--- config.mk ---
export PLATFORM = sky130hd
export DESIGN_NAME = rr_grant_scheduler
export DESIGN_NICKNAME = d
export VERILOG_FILES = /design/src/rtl/rr_grant_scheduler.sv
export SDC_FILE = /design/constraint.sdc
export NUM_CORES = 1
export LEC_CHECK = 0
export CAP_MARGIN = 20
export CORE_MARGIN = 8
export CORE_UTILIZATION = 49
export CTS_CLUSTER_SIZE = 30
export DETAILED_ROUTE_END_ITERATION = 7
export PLACE_DENSITY = 0.82
export SYNTH_ARGS = -nofsm -noshare
export SYNTH_HDL_FRONTEND = slang
export SYNTH_SLANG_ARGS = --single-unit
--- constraint.sdc ---
create_clock -name clk -period 2.51 [get_ports clk]
set_input_delay 0.502 -clock clk [delete_from_list [all_inputs] [get_ports clk]]
set_output_delay 0.502 -clock clk [all_outputs]
set_load 0.02 [all_outputs]
--- src/rtl/rr_grant_scheduler.sv ---
// Round-robin arbiter with grant hold: an owner keeps the resource until done or req drop.
// Optional macro ARB_TIMEOUT_EN revokes a grant after MAX_HOLD cycles when others are waiting.
module rr_grant_scheduler #(
    parameter  int NUM_REQ  = 4,
    parameter  int MAX_HOLD = 16,
    localparam int ID_W     = $clog2(NUM_REQ),
    localparam int CNT_W    = $clog2(MAX_HOLD + 1)
) (
    input  logic               clk,
    input  logic               rst,
    input  logic [NUM_REQ-1:0] req,
    input  logic [NUM_REQ-1:0] done,
    output logic [NUM_REQ-1:0] grant,
    output logic               grant_valid,
    output logic [ID_W-1:0]    grant_id,
    output logic [CNT_W-1:0]   hold_cnt,
    output logic               preempt
);

    typedef enum logic {S_IDLE, S_OWN} state_t;

    state_t             r_state, w_state_nxt;
    logic [NUM_REQ-1:0] r_grant, w_grant_nxt;
    logic               r_valid, w_valid_nxt;
    logic [ID_W-1:0]    r_id, w_id_nxt;
    logic [ID_W-1:0]    r_last, w_last_nxt;
    logic [CNT_W-1:0]   r_hold, w_hold_nxt;
    logic [ID_W-1:0]    w_winner, w_cand;
    logic               w_found, w_release, w_hold_max;
    int                 w_idx;
`ifdef ARB_TIMEOUT_EN
    logic               r_preempt, w_preempt_nxt;
`endif

    // Search starts just after the last winner, so the previous owner ranks last.
    always_comb begin
        w_found  = 1'b0;
        w_winner = '0;
        w_cand   = '0;
        w_idx    = 0;
        for (int i = 1; i <= NUM_REQ; i++) begin
            w_idx = int'(r_last) + i;
            if (w_idx >= NUM_REQ) w_idx = w_idx - NUM_REQ;
            w_cand = ID_W'(w_idx);
            if (!w_found && req[w_cand]) begin
                w_found  = 1'b1;
                w_winner = w_cand;
            end
        end
    end

    assign w_release  = done[r_id] | ~req[r_id];
    assign w_hold_max = (r_hold == CNT_W'(MAX_HOLD));

    // NOTE: every next-state signal gets its hold value first so no latch is inferred.
    always_comb begin
        w_state_nxt = r_state;
        w_grant_nxt = r_grant;
        w_valid_nxt = r_valid;
        w_id_nxt    = r_id;
        w_last_nxt  = r_last;
        w_hold_nxt  = r_hold;
`ifdef ARB_TIMEOUT_EN
        w_preempt_nxt = 1'b0;
`endif
        case (r_state)
            S_IDLE: begin
                if (w_found) begin
                    w_state_nxt = S_OWN;
                    w_grant_nxt = {{(NUM_REQ-1){1'b0}}, 1'b1} << w_winner;
                    w_valid_nxt = 1'b1;
                    w_id_nxt    = w_winner;
                    w_last_nxt  = w_winner;
                    w_hold_nxt  = CNT_W'(1);
                end
            end
            S_OWN: begin
                if (w_release) begin
                    w_state_nxt = S_IDLE;
                    w_grant_nxt = '0;
                    w_valid_nxt = 1'b0;
                    w_id_nxt    = '0;
                    w_hold_nxt  = '0;
                end
`ifdef ARB_TIMEOUT_EN
                else if (w_hold_max && |(req & ~r_grant)) begin
                    w_state_nxt   = S_IDLE;
                    w_grant_nxt   = '0;
                    w_valid_nxt   = 1'b0;
                    w_id_nxt      = '0;
                    w_hold_nxt    = '0;
                    w_preempt_nxt = 1'b1;
                end
`endif
                else if (!w_hold_max) begin
                    w_hold_nxt = r_hold + 1'b1;
                end
            end
            default: w_state_nxt = S_IDLE;
        endcase
    end

    // NOTE: sequential state uses non-blocking assignments so all registers update together.
    always_ff @(posedge clk or posedge rst) begin
        if (rst) begin
            r_state <= S_IDLE;
            r_grant <= '0;
            r_valid <= 1'b0;
            r_id    <= '0;
            r_last  <= ID_W'(NUM_REQ - 1);
            r_hold  <= '0;
        end else begin
            r_state <= w_state_nxt;
            r_grant <= w_grant_nxt;
            r_valid <= w_valid_nxt;
            r_id    <= w_id_nxt;
            r_last  <= w_last_nxt;
            r_hold  <= w_hold_nxt;
        end
    end

`ifdef ARB_TIMEOUT_EN
    always_ff @(posedge clk or posedge rst) begin
        if (rst) r_preempt <= 1'b0;
        else     r_preempt <= w_preempt_nxt;
    end
    assign preempt = r_preempt;
`else
    assign preempt = 1'b0;
`endif

    assign grant       = r_grant;
    assign grant_valid = r_valid;
    assign grant_id    = r_id;
    assign hold_cnt    = r_hold;

endmodule

* Word level (Yosys, flattened, before mapping) *
Cells that the tools add are included.

word-level totals
  flip-flop bits (word level) = 15
  word-level logic and storage cells = 81
  input bits = 10
  output and inout bits = 13

operators by class
  add/subtract/negate cells = 9
  bitwise gates (word level) = 3
  magnitude comparators = 9
  equality and inequality tests = 4
  reductions and logical operators = 9
  muxes and demuxes = 40
  shifts and indexed selects = 1

operator list
  kind                                                                count
  2-to-1 mux 2 bit                                                    10
  < comparator 2 x 3 -> 1 bit (second input constant)                 5
  2-to-1 mux 5 bit                                                    3
  2-to-1 mux 1 bit                                                    14
  binary-select mux 1 bit (select 2 bit)                              6
  one-hot mux 5 bit (2 select lines)                                  1
  greater-or-equal comparator 3 bit (second input constant)           3
  2-to-1 mux 4 bit                                                    2
  one-hot mux 4 bit (2 select lines)                                  1
  subtractor 2 x 1 -> 2 bit (second input constant)                   4
  adder 2 x 2 -> 3 bit (second input constant)                        2
  AND reduction 2 bit                                                 3
  adder 5 x 1 -> 5 bit (second input constant)                        1
  equality test 5 bit (second input constant)                         1
  adder 2 x 3 -> 4 bit (second input constant)                        1
  greater-or-equal comparator 4 x 3 -> 1 bit (second input constant)  1
  one-hot mux 1 bit (2 select lines)                                  2
  one-hot mux 2 bit (2 select lines)                                  1
  left shift 1 x 2 -> 4 bit (first input constant)                    1
  adder 2 x 1 -> 3 bit (second input constant)                        1
  logical AND 1 bit                                                   3
  logical NOT 1 bit                                                   3
  inequality test 3 bit (second input constant)                       1
  inequality test 2 x 1 -> 1 bit (second input constant)              1
  other kinds (3)                                                     4

* Logic depth before layout (Yosys ltp) *
  word-level depth = 18
  depth in mapped cells = 6
  gate-level depth less buffers = 6

* Least setup slack after synthesis *
No wires, ideal clock.

  kind = in2reg
  start = input req[3]
  end = register r_grant[2] (netlist: grant[2])
  stages = 4
  arrival time = 1,588 ps
  slack = 801 ps
  setup time = 121 ps
  data required time = 2,389 ps
  buffers on the path = 0
  path through = nor2b_1 -> mux4_2 -> a21o_4 -> a22o_1

between the ends
  cells in the longest elaborated chain, start to end = 15
  elaborated cells on any way between the ends = 32
  those cells by class = 2 x eq/ne; 1 x shift; 20 x mux; 2 x bitwise; 7 x reduce/logical

ends and longest elaborated chain
  what                                    RTL line  source
  from (decl)                             11        input logic [NUM_REQ-1:0] req,
  binary-select mux 1 bit (select 2 bit)  45        if (!w_found && req[w_cand]) begin
  2-to-1 mux 1 bit (not written as such)  45
  2-to-1 mux 1 bit                        45
  logical NOT 1 bit                       45
  logical AND 1 bit                       45
  2-to-1 mux 1 bit                        45
  logical NOT 1 bit                       45
  logical AND 1 bit                       45
  2-to-1 mux 1 bit                        45
  logical NOT 1 bit                       45
  logical AND 1 bit                       45
  2-to-1 mux 2 bit                        45
  left shift 1 x 2 -> 4 bit               70        w_grant_nxt = {{(NUM_REQ-1){1'b0}}, 1'b1} << w_winner;
  2-to-1 mux 4 bit                        68        if (w_found) begin
  one-hot mux 4 bit (2 select lines)      66        case (r_state)
  to (signal assigned)                    114       r_grant <= w_grant_nxt;
  to (decl)                               23        logic [NUM_REQ-1:0] r_grant, w_grant_nxt;

Parallel ways exist; a longest one is shown, timed or not. The select of a mux whose other input is x is not followed.
A chain may end at the register's enable or synchronous reset.

* Worst setup path after layout *
Same ends and word-level chain as after synthesis.

==> key figures <==
Outcome
  • Outcome: completed

GRT
  • Number of global-route vias before repair: 685
  • First-pass GRT wire length: 2.98 mm
  • Antenna violations before repair: 0
  • Largest net degree at the start of global routing: 16
  • GR Overflow Total: 0
  • Total global-route track usage: 0.110

Placed design
  • IO buf count: 21
  • Post-detail-place hpwl: 1.36 mm
  • Placer congestion estimate: between 0.8 and 0.9
  • Placed instance count: between 100 and 150

Cells and area
  • Layout cells sized above 1: 0.125
  • Non-Filler Instances: 120
  • Antenna Diode Count: 0
  • Synth-to-Final Area Change: 30.6%
  • Fin nets: 117

STA
  • Endpoints failing hold: 0
  • Period minus WS final: about 2.0 ns
  • Final setup violation count: 0
  • RSZ-0062 raised after global routing: false
  • Final TNS setup: 0 ns
  • Hold_ws: 0.500 ns
  • Relative slew slack: 0.623
  • Worst-Margin Slew: between 0.5 and 0.6 ns
  • Layout Skew: 0.00104 ns
  • Fmax: ~500 MHz
  • Fin. max-slew vios: 0
  • Final period util: 0.796

Floorplan
  • Rows: 14
  • Total die area: approximately 3200 µm²
  • Die W: 56.8 µm
  • Core ar.: 1540 µm²
  • Die height: ~57 µm
  • Initial Util: 0.530
  • # IOs: 23

Clock network
  • CTS Root Cell: clkbuf_4
  • Longest Clk Path Bufs: 2
  • CTS Buf Count: 3
  • Worst-path clk slew: 0.10 ns
  • TritonCTS clock tree: built
  • H-tree lvl count: 1
  • Postcts setup bufs: 0
  • Post-CTS sizing: 0
  • CTS sink cnt: 15
  • Hold buffer count at CTS: 0
  • Skew-Pair Late Insertion Delay: 0.28 ns

Logic synthesis
  • Net Count, Synth: 93
  • Synthesized netlist cell count: 81
  • Mapped cell area: ~800 µm²
  • Number of enable flip-flop cells after synthesis: 0
  • Leading area contributor after synthesis: dfrtp_1
  • Dominant cells by area after synthesis: dfrtp_1 40%, dfstp_2 6.4%, nor2b_1 5.4%
  • Share of the synthesized area in the top cell type: 0.398
  • Synth Area per Inst: 10.1 µm²
  • #FFs+latches synth: 15
  • Ys Warns: 0
  • Adder-cell share of the synthesized area: 0.0306
  • Yosys cell types: 34
  • Asr flop ratio synth: 1.00
  • Main combinational cell family by area after synthesis: simple AND/OR/NAND/NOR gates
  • Seq/Total Area, Yosys: 0.462
  • Multiplexer area fraction after synthesis: 0.0398
  • Simple-Gate Fraction of Synth Area: 0.211
  • Post-synthesis compound-gate area fraction: 0.198
  • Xor/xnor share of the synthesized area: 0.0214
  • Top FF cell, synth: dfrtp_1

Worst setup path
  • CP endpoint kind: flip-flop
  • WP data required: 2.69 ns
  • CP max FO: 7
  • R2R Setup Slk: 0.90 ns
  • CP Data Arrival Time: 2.17 ns
  • Startpoint types: primary input
  • Type of the worst setup path: in -> reg

Job
  • Max-cap violations: 0

Pwr
  • VDD IR-drop max: 593 µV
  • Static Leak: roughly 0.47 nW
  • Power per cell area: between 1000 and 1500 nW/µm²

Routing
  • Uppermost routed layer: met4
  • Post-DRT Antenna Nets: 0
  • DR WL met2: 918 µm
  • Post-Route WL: between 1.5 and 2 mm
  • Routed len/inst: 14.7 µm
  • TritonRoute pass-1 iters: 4
  • Vias per Instance: 5.66
  • Via count: 679
  • Drc violations: 0
  • Met3 wire length: 74 µm
  • WL met1: 766 µm
  • Detailed Route Iter0 Violations: 16

Min path
  • Hold Path Class: reg -> reg
==> layer usage <==
| layer | up-vias | GRT usage |
|---|---|---|
| met3 | 2 | 0.0337 |
| met5 | - | 0 |
| met2 | 10 | 0.196 |
| met4 | 0 | 0.0302 |
| li1 | 334 | - |
| met1 | 333 | 0.121 |
==> cells in the mapped netlist, types with 3 or more instances <==
cell       count
a21o_1         3
a21oi_1        3
dfrtp_1       13
inv_1          3
nand2_1        9
nor2_1         5
nor2b_1        7
o21ai_0        4
o2bb2ai_1      3
==> power by group <==
part | total (mW) | internal, mW | leakage (nW) | switching (mW)
Clock | 0.140 | 0.0590 | 0.0177 | 0.0811
Combinational | 0.505 | 0.251 | 0.257 | 0.254
Sequential | 0.431 | 0.341 | 0.190 | 0.0907
Total | 1.08 | 0.651 | 0.465 | 0.425
==> registers in the layout, summed over array words and instances (netlist names) <==
name / count
grant_id: 2
r_last: 2
r_state: 1
grant: 4
grant_valid: 1
hold_cnt: 5
==> final cells by class <==
class | instances | area (µm²)
flip-flops and latches | 15 | 378
clock buffers | 3 | 22.5
fillers | 128 | 474
repair buffers | 22 | 218
multi-input cells | 60 | 413
inverters | 3 | 11.3
well taps | 16 | 20.0
clock inverters | 1 | 5.00
==> stage by stage <==
stage | worst slack (ns) | power, mW | util | area (µm²)
detailed placement | 0.219 | 0.946 | 0.675 | 1040
finish | 0.512 | 1.08 | 0.692 | 1070
global route | 0.478 | 1.15 | 0.692 | 1070
global placement | 0.251 | 0.935 | 0.675 | 1040
CTS | 0.526 | 1.09 | 0.692 | 1070
floorplan | 0.801 | 0.733 | - | 817
==> cell usage in the layout, fill, tap and decap left out, types with 2 or more instances in the layout <==
cell type,n
clkdlybuf4s50_1,21
dfrtp_1,13
nand2_1,9
nor2b_1,7
nor2_1,5
o21ai_0,4
a21oi_1,3
inv_1,3
o2bb2ai_1,3
a21o_1,3
clkbuf_4,3
or2_0,2
nand3_1,2
xor2_1,2
ha_1,2
dfstp_2,2
==> path summary, 6_finish.rpt <==
path / end / start / cells past startpoint
worst max-delay path: grant[2]$_DFFE_PP0P_ / req[3] / 5
worst min-delay path: grant_valid$_DFFE_PP0P_ / grant_valid$_DFFE_PP0P_ / 1
worst max register to register: grant[2]$_DFFE_PP0P_ / r_last[0]$_DFFE_PP1P_ / 4
worst min register to register: grant_valid$_DFFE_PP0P_ / grant_valid$_DFFE_PP0P_ / 1
max in group asynchronous: r_last[1]$_DFFE_PP1P_ / rst / 2
min in group asynchronous: r_state$_DFF_PP0_ / rst / 2
==> worst max-delay path: stages <==
cell	delay, ns
clkdlybuf4s50_1	0.49
nor2b_1	0.17
mux4_2	0.52
a21o_4	0.27
a22o_1	0.23
==> logic make-up (layout without fill, tap and decap cells) <==
logic type / after synthesis / after routing
XOR/XNOR: 2 / 2
buffers and inverters: 6 / 29
flip-flops: 15 / 15
adder cells (fa/ha/maj): 2 / 2
multiplexers: 2 / 2
AND/OR/NAND/NOR: 32 / 32
AO/OA/AOI/OAI: 21 / 21
other: 1 / 1
(Power assumes the default switching activity.)
